===== src/rtl/sar_search_pkg.sv =====
`default_nettype none
// ============================================================================
//  Module      : sar_search_pkg
//  Description : Shared types and constants for the signed SAR search block:
//                FSM state encoding, responder verdict encodings, and a
//                helper returning the signed min/max of a given width.
//  Revision    : 1.0 - initial release
// ============================================================================
package sar_search_pkg;

    // Search controller states
    typedef enum logic [1:0] {
        IDLE  = 2'd0,
        PROBE = 2'd1,
        DONE  = 2'd2
    } state_t;

    // Verdict vector is ordered {less, equal, greater}; anything not listed is
    // an inconsistent (non one-hot) response.
    localparam logic [2:0] LESS    = 3'b100;
    localparam logic [2:0] EQUAL   = 3'b010;
    localparam logic [2:0] GREATER = 3'b001;

    // Most negative (want_max=0) or most positive (want_max=1) two's-complement
    // value representable in 'width' bits.
    function automatic logic signed [31:0] signed_limit(input int width, input logic want_max);
        logic signed [31:0] mag;
        mag = 32'sd1 <<< (width - 1);
        return want_max ? (mag - 32'sd1) : -mag;
    endfunction

endpackage
`default_nettype wire


===== src/rtl/sar_midpoint.sv =====
`default_nettype none
// ============================================================================
//  Module      : sar_midpoint
//  Description : Combinational floor-average of two (W+1)-bit signed bounds
//                plus the empty-interval (lo > hi) flag.
//  Revision    : 1.0 - initial release
// ============================================================================
module sar_midpoint
    import sar_search_pkg::*;
#(
    parameter int W = 4
) (
    input  logic signed [W:0] lo_i,
    input  logic signed [W:0] hi_i,
    output logic signed [W:0] mid_o,
    output logic              lo_gt_hi_o
);

    localparam int W1 = W + 1;

    // One extra bit so lo+hi never overflows before the halving shift.
    logic signed [W+1:0] w_sum;

    assign w_sum      = {lo_i[W], lo_i} + {hi_i[W], hi_i};
    // Arithmetic shift floors toward -inf; result always fits in W+1 bits.
    assign mid_o      = W1'(w_sum >>> 1);
    assign lo_gt_hi_o = (lo_i > hi_i);

endmodule
`default_nettype wire


===== src/rtl/sar_search_signed.sv =====
`default_nettype none
// ============================================================================
//  Module      : sar_search_signed
//  Description : Binary-search initiator for an external signed comparator.
//                Drives probe values, consumes less/equal/greater verdicts,
//                and converges on the value the responder calls "equal".
//                Optional macro SAR_SEARCH_STATS_EN adds o_probe_count.
//  Revision    : 1.0 - initial release
// ============================================================================
module sar_search_signed
    import sar_search_pkg::*;
#(
    parameter int W = 4
) (
    input  logic                      i_clk,
    input  logic                      i_rst,
    input  logic                      i_start,
    output logic                      o_busy,
    output logic [W-1:0]              o_probe,
    output logic                      o_probe_valid,
    input  logic                      i_resp_valid,
    input  logic                      i_less,
    input  logic                      i_equal,
    input  logic                      i_greater,
    output logic                      o_done,
    output logic                      o_found,
    output logic                      o_error,
`ifdef SAR_SEARCH_STATS_EN
    output logic [$clog2(W+2)-1:0]    o_probe_count,
`endif
    output logic [W-1:0]              o_result
);

    localparam int              W1      = W + 1;
    localparam logic signed [W:0] LO_INIT = W1'(signed_limit(W, 1'b0));
    localparam logic signed [W:0] HI_INIT = W1'(signed_limit(W, 1'b1));
    localparam logic signed [W:0] ONE     = W1'(1);

    state_t              state_q, state_d;
    logic signed [W:0]   lo_q, lo_d;
    logic signed [W:0]   hi_q, hi_d;
    logic signed [W:0]   mid_q, mid_d;
    logic                found_q, found_d;
    logic                error_q, error_d;
    logic [W-1:0]        result_q, result_d;

    logic                w_accept;
    logic                w_handshake;
    logic [2:0]          w_verdict;
    logic signed [W:0]   w_mid_next;
    logic                w_lo_gt_hi;

    assign w_accept    = i_start && ((state_q == IDLE) || (state_q == DONE));
    assign w_handshake = (state_q == PROBE) && i_resp_valid;
    assign w_verdict   = {i_less, i_equal, i_greater};

    // Next search bounds: full range on a new search, narrowed on a verdict.
    always_comb begin
        lo_d = lo_q;
        hi_d = hi_q;
        if (w_accept) begin
            lo_d = LO_INIT;
            hi_d = HI_INIT;
        end else if (w_handshake) begin
            if (w_verdict == LESS) begin
                lo_d = mid_q + ONE;
            end else if (w_verdict == GREATER) begin
                hi_d = mid_q - ONE;
            end
        end
    end

    // Midpoint and emptiness of the *updated* interval, so the next probe is
    // ready the cycle after a handshake.
    sar_midpoint #(
        .W (W)
    ) u_midpoint (
        .lo_i       (lo_d),
        .hi_i       (hi_d),
        .mid_o      (w_mid_next),
        .lo_gt_hi_o (w_lo_gt_hi)
    );

    // Next-state and result logic.
    always_comb begin
        state_d  = state_q;
        found_d  = found_q;
        error_d  = error_q;
        result_d = result_q;
        mid_d    = mid_q;
        case (state_q)
            IDLE, DONE: begin
                if (w_accept) begin
                    state_d = PROBE;
                    found_d = 1'b0;
                    error_d = 1'b0;
                    mid_d   = w_mid_next;
                end else begin
                    state_d = IDLE;
                end
            end
            PROBE: begin
                if (w_handshake) begin
                    case (w_verdict)
                        EQUAL: begin
                            state_d  = DONE;
                            found_d  = 1'b1;
                            result_d = mid_q[W-1:0];
                        end
                        LESS, GREATER: begin
                            // An empty interval means the responder contradicted itself.
                            if (w_lo_gt_hi) begin
                                state_d = DONE;
                                error_d = 1'b1;
                            end else begin
                                mid_d = w_mid_next;
                            end
                        end
                        default: begin
                            state_d = DONE;
                            found_d = 1'b0;
                            error_d = 1'b1;
                        end
                    endcase
                end
            end
            default: state_d = IDLE;
        endcase
    end

    // State and datapath registers.
    always_ff @(posedge i_clk) begin
        if (i_rst) begin
            state_q  <= IDLE;
            lo_q     <= '0;
            hi_q     <= '0;
            mid_q    <= '0;
            found_q  <= 1'b0;
            error_q  <= 1'b0;
            result_q <= '0;
        end else begin
            state_q  <= state_d;
            lo_q     <= lo_d;
            hi_q     <= hi_d;
            mid_q    <= mid_d;
            found_q  <= found_d;
            error_q  <= error_d;
            result_q <= result_d;
        end
    end

    assign o_busy        = (state_q == PROBE);
    assign o_probe_valid = (state_q == PROBE);
    assign o_done        = (state_q == DONE);
    assign o_probe       = mid_q[W-1:0];
    assign o_found       = found_q;
    assign o_error       = error_q;
    assign o_result      = result_q;

`ifdef SAR_SEARCH_STATS_EN
    localparam int CNT_W = $clog2(W + 2);

    logic [CNT_W-1:0] cnt_q, cnt_d;

    // Probe counter: restarts with each accepted search, counts handshakes.
    always_comb begin
        cnt_d = cnt_q;
        if (w_accept) begin
            cnt_d = '0;
        end else if (w_handshake) begin
            cnt_d = cnt_q + CNT_W'(1);
        end
    end

    // Probe counter register.
    always_ff @(posedge i_clk) begin
        if (i_rst) begin
            cnt_q <= '0;
        end else begin
            cnt_q <= cnt_d;
        end
    end

    // A search can never need more than W+1 probes.
    always_ff @(posedge i_clk) begin
        if (!i_rst) begin
            assert (cnt_q <= CNT_W'(W + 1));
        end
    end

    assign o_probe_count = cnt_q;
`endif

endmodule
`default_nettype wire


===== config.mk =====
export PLATFORM = sky130hd
export DESIGN_NAME = sar_search_signed
export DESIGN_NICKNAME = d
export VERILOG_FILES = /design/src/rtl/sar_search_pkg.sv /design/src/rtl/sar_midpoint.sv /design/src/rtl/sar_search_signed.sv
export SDC_FILE = /design/constraint.sdc
export NUM_CORES = 1
export LEC_CHECK = 0
export BUFFER_PORTS_ARGS = -buffer_cell sky130_fd_sc_hd__buf_2
export CORE_UTILIZATION = 43
export CTS_CLUSTER_DIAMETER = 120
export DETAILED_ROUTE_END_ITERATION = 12
export MAX_ROUTING_LAYER = met4
export SETUP_SLACK_MARGIN = 0.3
export SYNTH_ARGS = -nofsm -noshare
export SYNTH_HDL_FRONTEND = slang
export SYNTH_SLANG_ARGS = --single-unit
export TNS_END_PERCENT = 1

===== constraint.sdc =====
create_clock -name i_clk -period 8.8 [get_ports i_clk]
set_clock_uncertainty 0.2 [all_clocks]
set_input_delay 2.2 -clock i_clk [delete_from_list [all_inputs] [get_ports i_clk]]
set_output_delay 2.2 -clock i_clk [all_outputs]
set_load 0.1 [all_outputs]

==> impl_metrics.toml <==
[critical_path]
cp_top_family = "simple AND/OR/NAND/NOR gates"
endpoint_kind = "flop"
cp_slowest_cell = "a211oi_1"
crit_chain = "buf_2 -> and4bb_2 -> nand3b_1 -> a211oi_1 -> inv_1 -> ha_1 -> or2_2 -> a21oi_1 -> o2111a_2 -> or4_1 -> o21ai_0"
cp.depth = 11
rr_worst_depth = 12
path_class = "in -> reg"
arrival_ns = 4.97
cp.buffers_inverters = 2
cp_data_required_time_ns = 8.85
critPathLaunchType = "input pin"
worst_path_largest_cell_delay_ns = 0.62
cp_max_fo = 8

[logic_synthesis]
synthCells = 169
synth_top_family_by_area = "simple AND/OR/NAND/NOR gates"
synth_area_per_cell_sq_um = 8.507
yosys.area.top_type = "dfxtp_1"
syn_nets = 189
async_flop_share_pct = 0
yosys.area_share.simple_pct = 22.98
synthDominantCellAreaShare_pct = 32.03
synth_seq_cells = 23
synth_cell_types = 40
synth_area_leaders = "dfxtp_1 (32%), ha_1 (10%), nor2_1 (6.0%), mux2i_1 (4.2%), xnor2_1 (3.7%)"
synth_fa_ha_area_share_pct = 11.84
synthXorXnorAreaFrac_pct = 6.092
ys_seq_area_share_pct = 32.03
synth_edf_count = 0
synth.cell_area_sq_mm = 0.001438
ys.flop_type = "dfxtp_1"
yosys_warnings = 0
muxShareOfSynthArea_pct = 5.744
synth_compound_gate_area_share_pct = 13.66

[route]
vias = 1182
vias_per_cell = 5.253
wl_per_cell_um = 13.13
ant_nets = 0
dr.pass1.iters = 4
drt_iter0_drc = 63
drt_wl_total_um = 2955
drc = 0

[clock_tree]
clock_sinks = 23
cts_tree = "done"
cts_made_buffers = 3
postCtsSetupBuffers = 0
insertion_delay_ns = 0.32
clockBufferDepth = 2
cts-resized-gates = 0
cts_hold_buf = 0
clkSlewWorstSetupHoldPaths_ns = 0.12
clockRootBuffer = "clkbuf_4"
htreeDepth = 1

[sta]
tns_ns = 0
max_slew_margin_pct = 59.78
worst_pin_slew_ns = 0.5998
fin_crit_sh_pct = 55.99
hold_viol = 0
fin_crit_ns = 4.927
drv_slew = 0
setup_violations = 0
rsz0062_at_grt = "false"
fmax_mhz = 203.0

[die]
core_sq_mm = 0.003103
die_w_um = 59.82
io_pins = 20
start_util_pct = 46.33
die_y_um = 59.82
rows = 20
fp.dieArea_sq_mm = 0.003578

[worst_hold_path]
hold_class = "reg -> reg"
holdPathStages = 2

[final_layout]
antenna-diode-count = 0
num-nets-final = 202
syn_to_final_growth_pct = 7.485
finalInstanceArea_sq_mm = 0.001545
drive_gt1_share_pct = 16.02

[run_status]
status = "finished clean"

[power]
ir_drop_v = 0.00004949
p_total_w = 0.0002386
p_per_area_mw_per_mm2 = 154.4
p_leak_nw = 0.7081

[grt]
grt_first_pass_wirelength_um = 4905
grt_pass1_vias = 1032
overflow = 0
grt_max_degree = 29
antenna_found_initial = 0
grt_usage_pct = 19.60

[placement]
numPortBuffers = 19
gp_congestion = 0.7949
dpl-instance-area_sq_mm = 0.001519
hpwl_um = 2324

[flow_run]
maxCapViolations = 0
[metrics by stage]
stage          hold WS (ns)  std cells  util (%)  setup slack, ns
3_5_place_dp         0.2643        221     48.95            3.543
6_report             0.2865        225     49.80            3.873
4_1_cts              0.2974        225     49.80            3.872
2_1_floorplan        0.2726        169         -            3.942
3_3_place_gp         0.2441        221     48.95            3.627
5_1_grt              0.3208        225     49.80            3.642
[tightest hold or removal path: cells and delay by family, from the launching register on]
family | cells | cell delay, ns
flip-flops | 1 | 0.33
AO/OA/AOI/OAI | 2 | 0.13
[where the power goes]
group          internal (W)  switching, W
Combinational     0.0000213     0.0000516
Sequential         0.000110    0.00000615
Clock             0.0000178     0.0000322
Total              0.000149     0.0000900
[kinds of logic after synthesis]
group	Yosys count
buffers and inverters	22
muxes	8
and+or+nand+nor	63
xor gates and xnor gates	10
DFF	23
adders and majority gates	13
AOI/OAI and AO/OA	30
[path summary, 6_finish.rpt]
kind / startpoint / end / slack (ns)
worst max-delay path: i_equal / mid_q[3] / 3.87
worst min-delay path: o_found / o_found / 0.29
worst max register to register: mid_q[0] / mid_q[3] / 5.46
worst min register to register: o_found / o_found / 0.29
[layout make-up]
type | count | area, sq um
fillers | 331 | 1558
multi-input cells | 124 | 867.1
flip-flops and latches | 23 | 460.4
repair buffers | 19 | 95.09
well taps | 44 | 55.05
inverters | 11 | 41.29
clock buffers | 4 | 26.28
[cell usage after synthesis, types with 2 or more instances]
library cell,count
dfxtp_1,23
nor2_1,23
ha_1,12
inv_1,11
a21oi_1,8
nand2_1,7
mux2i_1,6
o21ai_0,6
xnor2_1,6
buf_4,5
nand2b_1,5
nor2b_1,5
clkbuf_1,4
nor3_1,4
o211ai_1,4
or4_1,4
xor2_1,4
a211oi_1,3
nand3_1,3
mux2_2,2
nand3b_1,2
o21bai_1,2
o31ai_1,2
or2_2,2
[registers in the layout (all words and copies together) (netlist names)]
| name | cells |
|---|---|
| mid_q | 5 |
| o_error | 1 |
| state_q | 2 |
| hi_q | 5 |
| o_result | 4 |
| o_found | 1 |
| lo_q | 5 |
[routing by layer]
layer | vias to the layer above | global-route usage, % | share of wire, %
li1 | 597 | - | -
met1 | 560 | 27.42 | 50
met2 | 20 | 28.73 | 46
met3 | 5 | 2.597 | 3.4
met4 | 0 | 6.977 | 1.5
met5 | - | - | 0
[placed cells by master (no fill, tap or decap), drive strengths merged, types with 5 or more instances in the layout]
| master | instances |
|---|---|
| mux2i | 6 |
| xnor2 | 6 |
| nor2b | 5 |
| nand2b | 5 |
| inv | 11 |
| a21oi | 8 |
| nand2 | 7 |
| ha | 12 |
| nor2 | 23 |
| dfxtp | 23 |
| o21ai | 6 |
| buf | 19 |
Power figures use the tool's default switching activity.
